[config.mk]
export PLATFORM = sky130hd
export DESIGN_NAME = axi_sram_arbiter
export DESIGN_NICKNAME = d
export VERILOG_FILES = /design/src/rtl/axi_sram_arbiter.sv
export SDC_FILE = /design/constraint.sdc
export NUM_CORES = 1
export LEC_CHECK = 0
export ABC_AREA = 1
export BUFFER_PORTS_ARGS = -buffer_cell sky130_fd_sc_hd__buf_2
export CAP_MARGIN = 25
export CELL_PAD_IN_SITES_DETAIL_PLACEMENT = 2
export CELL_PAD_IN_SITES_GLOBAL_PLACEMENT = 2
export CORE_MARGIN = 2
export CORE_UTILIZATION = 20
export DETAILED_ROUTE_END_ITERATION = 8
export HOLD_SLACK_MARGIN = 0.15
export PLACE_DENSITY_LB_ADDON = 0.05
export SLEW_MARGIN = 20
export SYNTH_ARGS = -nofsm -noshare
export SYNTH_HDL_FRONTEND = slang
export SYNTH_SLANG_ARGS = --single-unit
[constraint.sdc]
create_clock -name clk -period 1.4 [get_ports clk]
set_input_delay 0.28 -clock clk [delete_from_list [all_inputs] [get_ports clk]]
set_output_delay 0.28 -clock clk [all_outputs]
set_load 0.02 [all_outputs]
[src/rtl/axi_sram_arbiter.sv]
// axi_sram_arbiter
//   Bridges NPORT SRAM-style request ports onto a single AXI3 master with one
//   transaction in flight. Each client gets its own done/err pulse, so a port
//   stalls only on its own access. The winning port index is used as AXI ID.
//
// Ports
//   clk, resetn          clock, synchronous active-low reset
//   req/we               per-port request (held until done) and write select
//   wstrb/addr/wdata     per-port packed write strobes, address, write data
//   rdata_o              read data of the last read beat, valid with done
//   done/err             one-cycle completion pulse and error flag, one-hot
//   busy                 transaction in flight
//   ar*/r*               AXI3 read address / read data channels
//   aw*/w*/b*            AXI3 write address / write data / write response;
//                        the W channel data and strobes are axi_wdata and
//                        axi_wstrb to keep them apart from the client ports
//
// state   | meaning
// S_IDLE  | waiting for a request; done/err pulse in the cycle after completion
// S_AR    | arvalid up, waiting for arready
// S_R     | rready up, collecting read beats until rlast
// S_WR    | awvalid/wvalid up, each drops on its own handshake
// S_B     | bready up, waiting for the write response
module axi_sram_arbiter #(
  parameter int NPORT     = 2,
  parameter int AW        = 32,
  parameter int DW        = 32,
  parameter int IDW       = 4,
  parameter int PRIO_MODE = 0
) (
  input  logic                  clk,
  input  logic                  resetn,
  input  logic [NPORT-1:0]      req,
  input  logic [NPORT-1:0]      we,
  input  logic [NPORT*DW/8-1:0] wstrb,
  input  logic [NPORT*AW-1:0]   addr,
  input  logic [NPORT*DW-1:0]   wdata,
  output logic [DW-1:0]         rdata_o,
  output logic [NPORT-1:0]      done,
  output logic [NPORT-1:0]      err,
  output logic                  busy,
  output logic [IDW-1:0]        arid,
  output logic [AW-1:0]         araddr,
  output logic [3:0]            arlen,
  output logic [2:0]            arsize,
  output logic [1:0]            arburst,
  output logic [1:0]            arlock,
  output logic [3:0]            arcache,
  output logic [2:0]            arprot,
  output logic                  arvalid,
  input  logic                  arready,
  input  logic [IDW-1:0]        rid,
  input  logic [DW-1:0]         rdata,
  input  logic [1:0]            rresp,
  input  logic                  rlast,
  input  logic                  rvalid,
  output logic                  rready,
  output logic [IDW-1:0]        awid,
  output logic [AW-1:0]         awaddr,
  output logic [3:0]            awlen,
  output logic [2:0]            awsize,
  output logic [1:0]            awburst,
  output logic [1:0]            awlock,
  output logic [3:0]            awcache,
  output logic [2:0]            awprot,
  output logic                  awvalid,
  input  logic                  awready,
  output logic [IDW-1:0]        wid,
  output logic [DW-1:0]         axi_wdata,
  output logic [DW/8-1:0]       axi_wstrb,
  output logic                  wlast,
  output logic                  wvalid,
  input  logic                  wready,
  input  logic [IDW-1:0]        bid,
  input  logic [1:0]            bresp,
  input  logic                  bvalid,
  output logic                  bready
);

  localparam int SW = DW / 8;
  localparam int SZ = $clog2(SW);
  localparam int PW = (NPORT > 1) ? $clog2(NPORT) : 1;

  localparam logic [2:0] S_IDLE = 3'd0;
  localparam logic [2:0] S_AR   = 3'd1;
  localparam logic [2:0] S_R    = 3'd2;
  localparam logic [2:0] S_WR   = 3'd3;
  localparam logic [2:0] S_B    = 3'd4;

  logic [2:0]       state;
  logic [PW-1:0]    rr_ptr, gnt_q, gnt_idx, ptr_eff;
  logic [AW-1:0]    addr_q, sel_addr;
  logic [DW-1:0]    wdata_q, sel_wdata;
  logic [SW-1:0]    wstrb_q, sel_wstrb;
  logic             sel_we, gnt_vld, grant, err_sticky;
  logic [NPORT-1:0] req_rot, gnt_oh;
  logic             aw_fin, w_fin;

  // Single outstanding transaction, so response IDs carry no information.
  logic unused_ids;
  assign unused_ids = ^{rid, bid};

  // Rotate the request vector so the search always starts at bit 0; in
  // fixed-priority mode the rotation is zero and port 0 wins.
  assign ptr_eff = (PRIO_MODE != 0) ? rr_ptr : '0;
  assign req_rot = NPORT'({req, req} >> ptr_eff);

  always_comb begin
    gnt_idx = '0;
    gnt_vld = 1'b0;
    for (int i = NPORT - 1; i >= 0; i--) begin
      if (req_rot[i]) begin
        gnt_vld = 1'b1;
        gnt_idx = PW'((int'(ptr_eff) + i) % NPORT);
      end
    end
  end

  always_comb begin
    sel_addr  = '0;
    sel_wdata = '0;
    sel_wstrb = '0;
    sel_we    = 1'b0;
    for (int p = 0; p < NPORT; p++) begin
      if (gnt_idx == PW'(p)) begin
        sel_addr  = addr[p*AW +: AW];
        sel_wdata = wdata[p*DW +: DW];
        sel_wstrb = wstrb[p*SW +: SW];
        sel_we    = we[p];
      end
    end
  end

  // The done cycle is an IDLE cycle in which no new grant is taken.
  assign grant  = (state == S_IDLE) && gnt_vld && !(|done);
  assign gnt_oh = NPORT'(1) << gnt_q;
  assign aw_fin = !awvalid || awready;
  assign w_fin  = !wvalid || wready;

  always_ff @(posedge clk) begin
    if (!resetn) begin
      state      <= S_IDLE;
      rr_ptr     <= '0;
      gnt_q      <= '0;
      addr_q     <= '0;
      wdata_q    <= '0;
      wstrb_q    <= '0;
      err_sticky <= 1'b0;
      rdata_o    <= '0;
      done       <= '0;
      err        <= '0;
      arvalid    <= 1'b0;
      rready     <= 1'b0;
      awvalid    <= 1'b0;
      wvalid     <= 1'b0;
      bready     <= 1'b0;
    end else begin
      done <= '0;
      err  <= '0;
      case (state)
        S_IDLE: begin
          if (grant) begin
            gnt_q      <= gnt_idx;
            addr_q     <= sel_addr;
            wdata_q    <= sel_wdata;
            wstrb_q    <= sel_wstrb;
            err_sticky <= 1'b0;
            rr_ptr     <= (int'(gnt_idx) == NPORT - 1) ? '0 : gnt_idx + PW'(1);
            if (sel_we) begin
              awvalid <= 1'b1;
              wvalid  <= 1'b1;
              state   <= S_WR;
            end else begin
              arvalid <= 1'b1;
              state   <= S_AR;
            end
          end
        end
        S_AR: begin
          if (arready) begin
            arvalid <= 1'b0;
            rready  <= 1'b1;
            state   <= S_R;
          end
        end
        S_R: begin
          if (rvalid && rready) begin
            rdata_o <= rdata;
            if (rresp != 2'b00) err_sticky <= 1'b1;
            if (rlast) begin
              rready <= 1'b0;
              done   <= gnt_oh;
              err    <= (err_sticky || (rresp != 2'b00)) ? gnt_oh : '0;
              state  <= S_IDLE;
            end
          end
        end
        S_WR: begin
          if (aw_fin && w_fin) begin
            awvalid <= 1'b0;
            wvalid  <= 1'b0;
            bready  <= 1'b1;
            state   <= S_B;
          end else begin
            if (awready) awvalid <= 1'b0;
            if (wready)  wvalid  <= 1'b0;
          end
        end
        S_B: begin
          if (bvalid && bready) begin
            bready <= 1'b0;
            done   <= gnt_oh;
            err    <= (bresp != 2'b00) ? gnt_oh : '0;
            state  <= S_IDLE;
          end
        end
        default: state <= S_IDLE;
      endcase
    end
  end

  assign busy      = (state != S_IDLE);
  assign arid      = IDW'(gnt_q);
  assign araddr    = addr_q;
  assign arlen     = 4'd0;
  assign arsize    = 3'(SZ);
  assign arburst   = 2'b01;
  assign arlock    = 2'b00;
  assign arcache   = 4'd0;
  assign arprot    = 3'd0;
  assign awid      = IDW'(gnt_q);
  assign awaddr    = addr_q;
  assign awlen     = 4'd0;
  assign awsize    = 3'(SZ);
  assign awburst   = 2'b01;
  assign awlock    = 2'b00;
  assign awcache   = 4'd0;
  assign awprot    = 3'd0;
  assign wid       = awid;
  assign axi_wdata = wdata_q;
  assign axi_wstrb = wstrb_q;
  assign wlast     = wvalid;

endmodule

==> results.yml <==
global_route:
  grt_pass1_vias: 7392
  grt_pass1_wl_um: 41000
  grt_use_total_pct: 18.3
  overflow: 0
  grt_antenna_before_repair: 1
  grt_max_degree: 58
critical_path:
  cpMaxStageDelayCell: "dfxtp_4"
  crit_path_cell_trace: "nor2_4, nand2_2, buf_6, buf_6"
  critPathBufInv: 2
  cp-end-kind: "primary output"
  critPathRequiredTime_ns: 1.12
  max_stage_delay_ns: 0.35
  crit_family: "flip-flops"
  crit_top_cell: "buf_6"
  path_class: "reg2out"
  cp_data_arrival_time_ns: 1.22
  path_max_fanout: 4
  cp-start-kind: "flip-flop"
power_and_ir_drop:
  netSwitchingPower_mw: 6.94
  comb_power_share_pct: 46.4
  sw_frac_of_total_pct: 40.3
  pwr-share-seq_pct: 28.0
  leakage_nw: 4.84
  power.share.clock_pct: 25.7
  irDropWorstVdd_mv: 0.635
  p_int_mw: 10.3
  power_density_nw_per_um2: 1730
clock_tree:
  cts_max_path_buffers: 2
  clock_sinks: 114
  insertion_delay_ns: 0.41
  clkTransAtPathRegs_ns: 0.06
  cts_buffers: 17
  htree_num_levels: 4
  cts_tree: "yes"
  root_buffer: "clkbuf_16"
sta:
  tns_ns: -1.95
  timing.hold.ws_ns: 0.159
  skew_ns: 0.0115
  period_share_pct: 107
  fmaxAchievable_ghz: 0.668
  worstMarginPinSlew_ns: 0.552
  fin_ws_ns: -0.0960
  slew_violations: 0
  period_needed_ns: 1.50
  setup_viol: 55
  slew_headroom_pct: 62.9
  finalHoldViolations: 0
  rsz0062_at_grt: "yes"
cells_and_area:
  area_delta_synth_final_pct: 85.1
  drive_above_1_share_pct: 39.5
  final_net_count: 1388
  final_util_pct: 37.4
  fillerInstances: 3110
  final_cell_area_um2: 9960
synth:
  ys_ff_latch: 114
  syn_area_um2: 5380
  synthFlopType: "dfxtp_1"
  synth.avg_cell_area_um2: 7.44
  synthArstFlopShare_pct: 0
  syn_inst: 723
  seq_area_frac_synth_pct: 42.4
  synth_commonest_cells: "dfxtp_1 (114), nand2_1 (99), buf_4 (81)"
  yosysMostFrequentCell: "dfxtp_1"
  yosysUniqueCellTypes: 27
  yosys.area.top_type: "dfxtp_1"
  yosys_warnings: 0
  synth.top_cell.area_share_pct: 42.4
  synth_edf_count: 0
  synth_area_leaders: "dfxtp_1 (42%), buf_4 (11%), a31oi_1 (7.9%)"
routing:
  drtIter0Drc: 210
  vias: 6741
  avgRoutedWirePerCell_um: 17.4
  drc: 0
  drt-pass1-iter-count: 4
  drtAntennaViolNets: 0
  via_per_inst: 4.34
  wl_um: 27100
place:
  hpwl_um: 17500
  port_buffers: 329
  placed_area_um2: 7230
  place_congestion: 0.724
  dp_worst_setup_slack_ns: -0.0109
die:
  die_w_um: 168
  die_area_um2: 28200
  core_area_um2: 26700
  fp-row-count: 60
  ios: 383
  dieHeight_um: 168
  start_util_pct: 20.2
run:
  cap_violations: 0
outcome:
  run_status: "finished, violations left"
  violations: "setup timing"
min_path:
  hp-class: "in2reg"
## metal layers
metal | global-route usage (%) | part of all wire, % | wire length, µm
met2 | 33.5 | 52 | 14000
met5 | 0 | 0 | 0
met3 | 4.61 | 5.3 | 1430
met4 | 4.05 | 1.1 | 299
met1 | 21.5 | 42 | 11400
## repair_timing
action                     CTS  global route
buffers inserted             7             5
cloned                       2             5
hold buffers               158             0
pin swaps                    4             6
setup endpoints to repair    9           110
hold endpoints to repair    99             0
gates resized for setup     26            87
## power by group through the flow
stage / Clock, mW / Sequential, mW / Combinational [mW]
floorplan: 0 / 5.74 / 3.19
global placement: 0 / 4.78 / 6.14
detailed placement: 0 / 4.80 / 6.19
global route: 4.71 / 4.97 / 8.63
finish: 4.42 / 4.82 / 7.99
CTS: 4.57 / 4.78 / 7.18
## final cells by class
class                   instances  area [µm²]  area share [%]
clock buffers                  21         440            4.42
multi-input cells             496        2580            25.9
well taps                     341         427            4.28
diodes                          2        5.00          0.0502
repair buffers                547        4010            40.2
inverters                      20        75.1           0.753
clock inverters                11         138            1.38
flip-flops and latches        114        2290            23.0
## registers in the layout, summed over array words and instances (netlist names)
| name | count |
|---|---|
| araddr | 32 |
| arvalid | 1 |
| awvalid | 1 |
| axi_wdata | 32 |
| axi_wstrb | 4 |
| bready | 1 |
| done | 2 |
| err | 2 |
| err_sticky | 1 |
| gnt_q | 1 |
| rdata_o | 32 |
| rready | 1 |
| state | 3 |
| wlast | 1 |
## kinds of logic (layout without fill, tap and decap cells)
family | after synthesis | after routing | share of synthesized area [%]
flops | 114 | 114 | 42.4
compound gates | 185 | 185 | 18.9
buf+inv | 156 | 599 | 17.7
simple gates | 266 | 266 | 20.9
other cells | 2 | 47 | 0.140
## stage by stage
step	cells	total power [mW]
2_1_floorplan	766	8.93
3_3_place_gp	1343	10.9
3_5_place_dp	1343	11.0
4_1_cts	1542	16.5
5_1_grt	1551	18.3
6_report	1552	17.2
## tightest hold or removal path, cell delays in order
cell and delay, ns:
buf_2 0.09, nand3_1 0.07, a31oi_1 0.08
## path summary, 6_finish.rpt
check / end / startpoint / slack (ns) / cells after the start
max reg2reg: axi_wdata[14]$_SDFFE_PN0P_ / state[1]$_SDFFE_PN0P_ / -0.09 / 8
min reg2reg: arvalid$_SDFFE_PN0P_ / arvalid$_SDFFE_PN0P_ / 0.45 / 2
min: axi_wdata[25]$_SDFFE_PN0P_ / wdata[57] / 0.16 / 3
max: busy / state[1]$_SDFFE_PN0P_ / -0.1 / 4
## placed cells by master, fill, tap and decap left out, types with 9 or more instances in the layout
cell and count:
buf_12 13, a31oi_1 61, o21ai_0 44, buf_2 327
clkbuf_16 21, dfxtp_1 111, nor2_2 12, dlygate4sd3_1 158
a21oi_1 9, nor2_1 65, buf_4 32, o21ai_2 17
nand2_1 95, inv_1 16, conb_1 45, nand3_1 74
o21ai_1 43
Note: power is estimated with default switching activity, not from simulation.
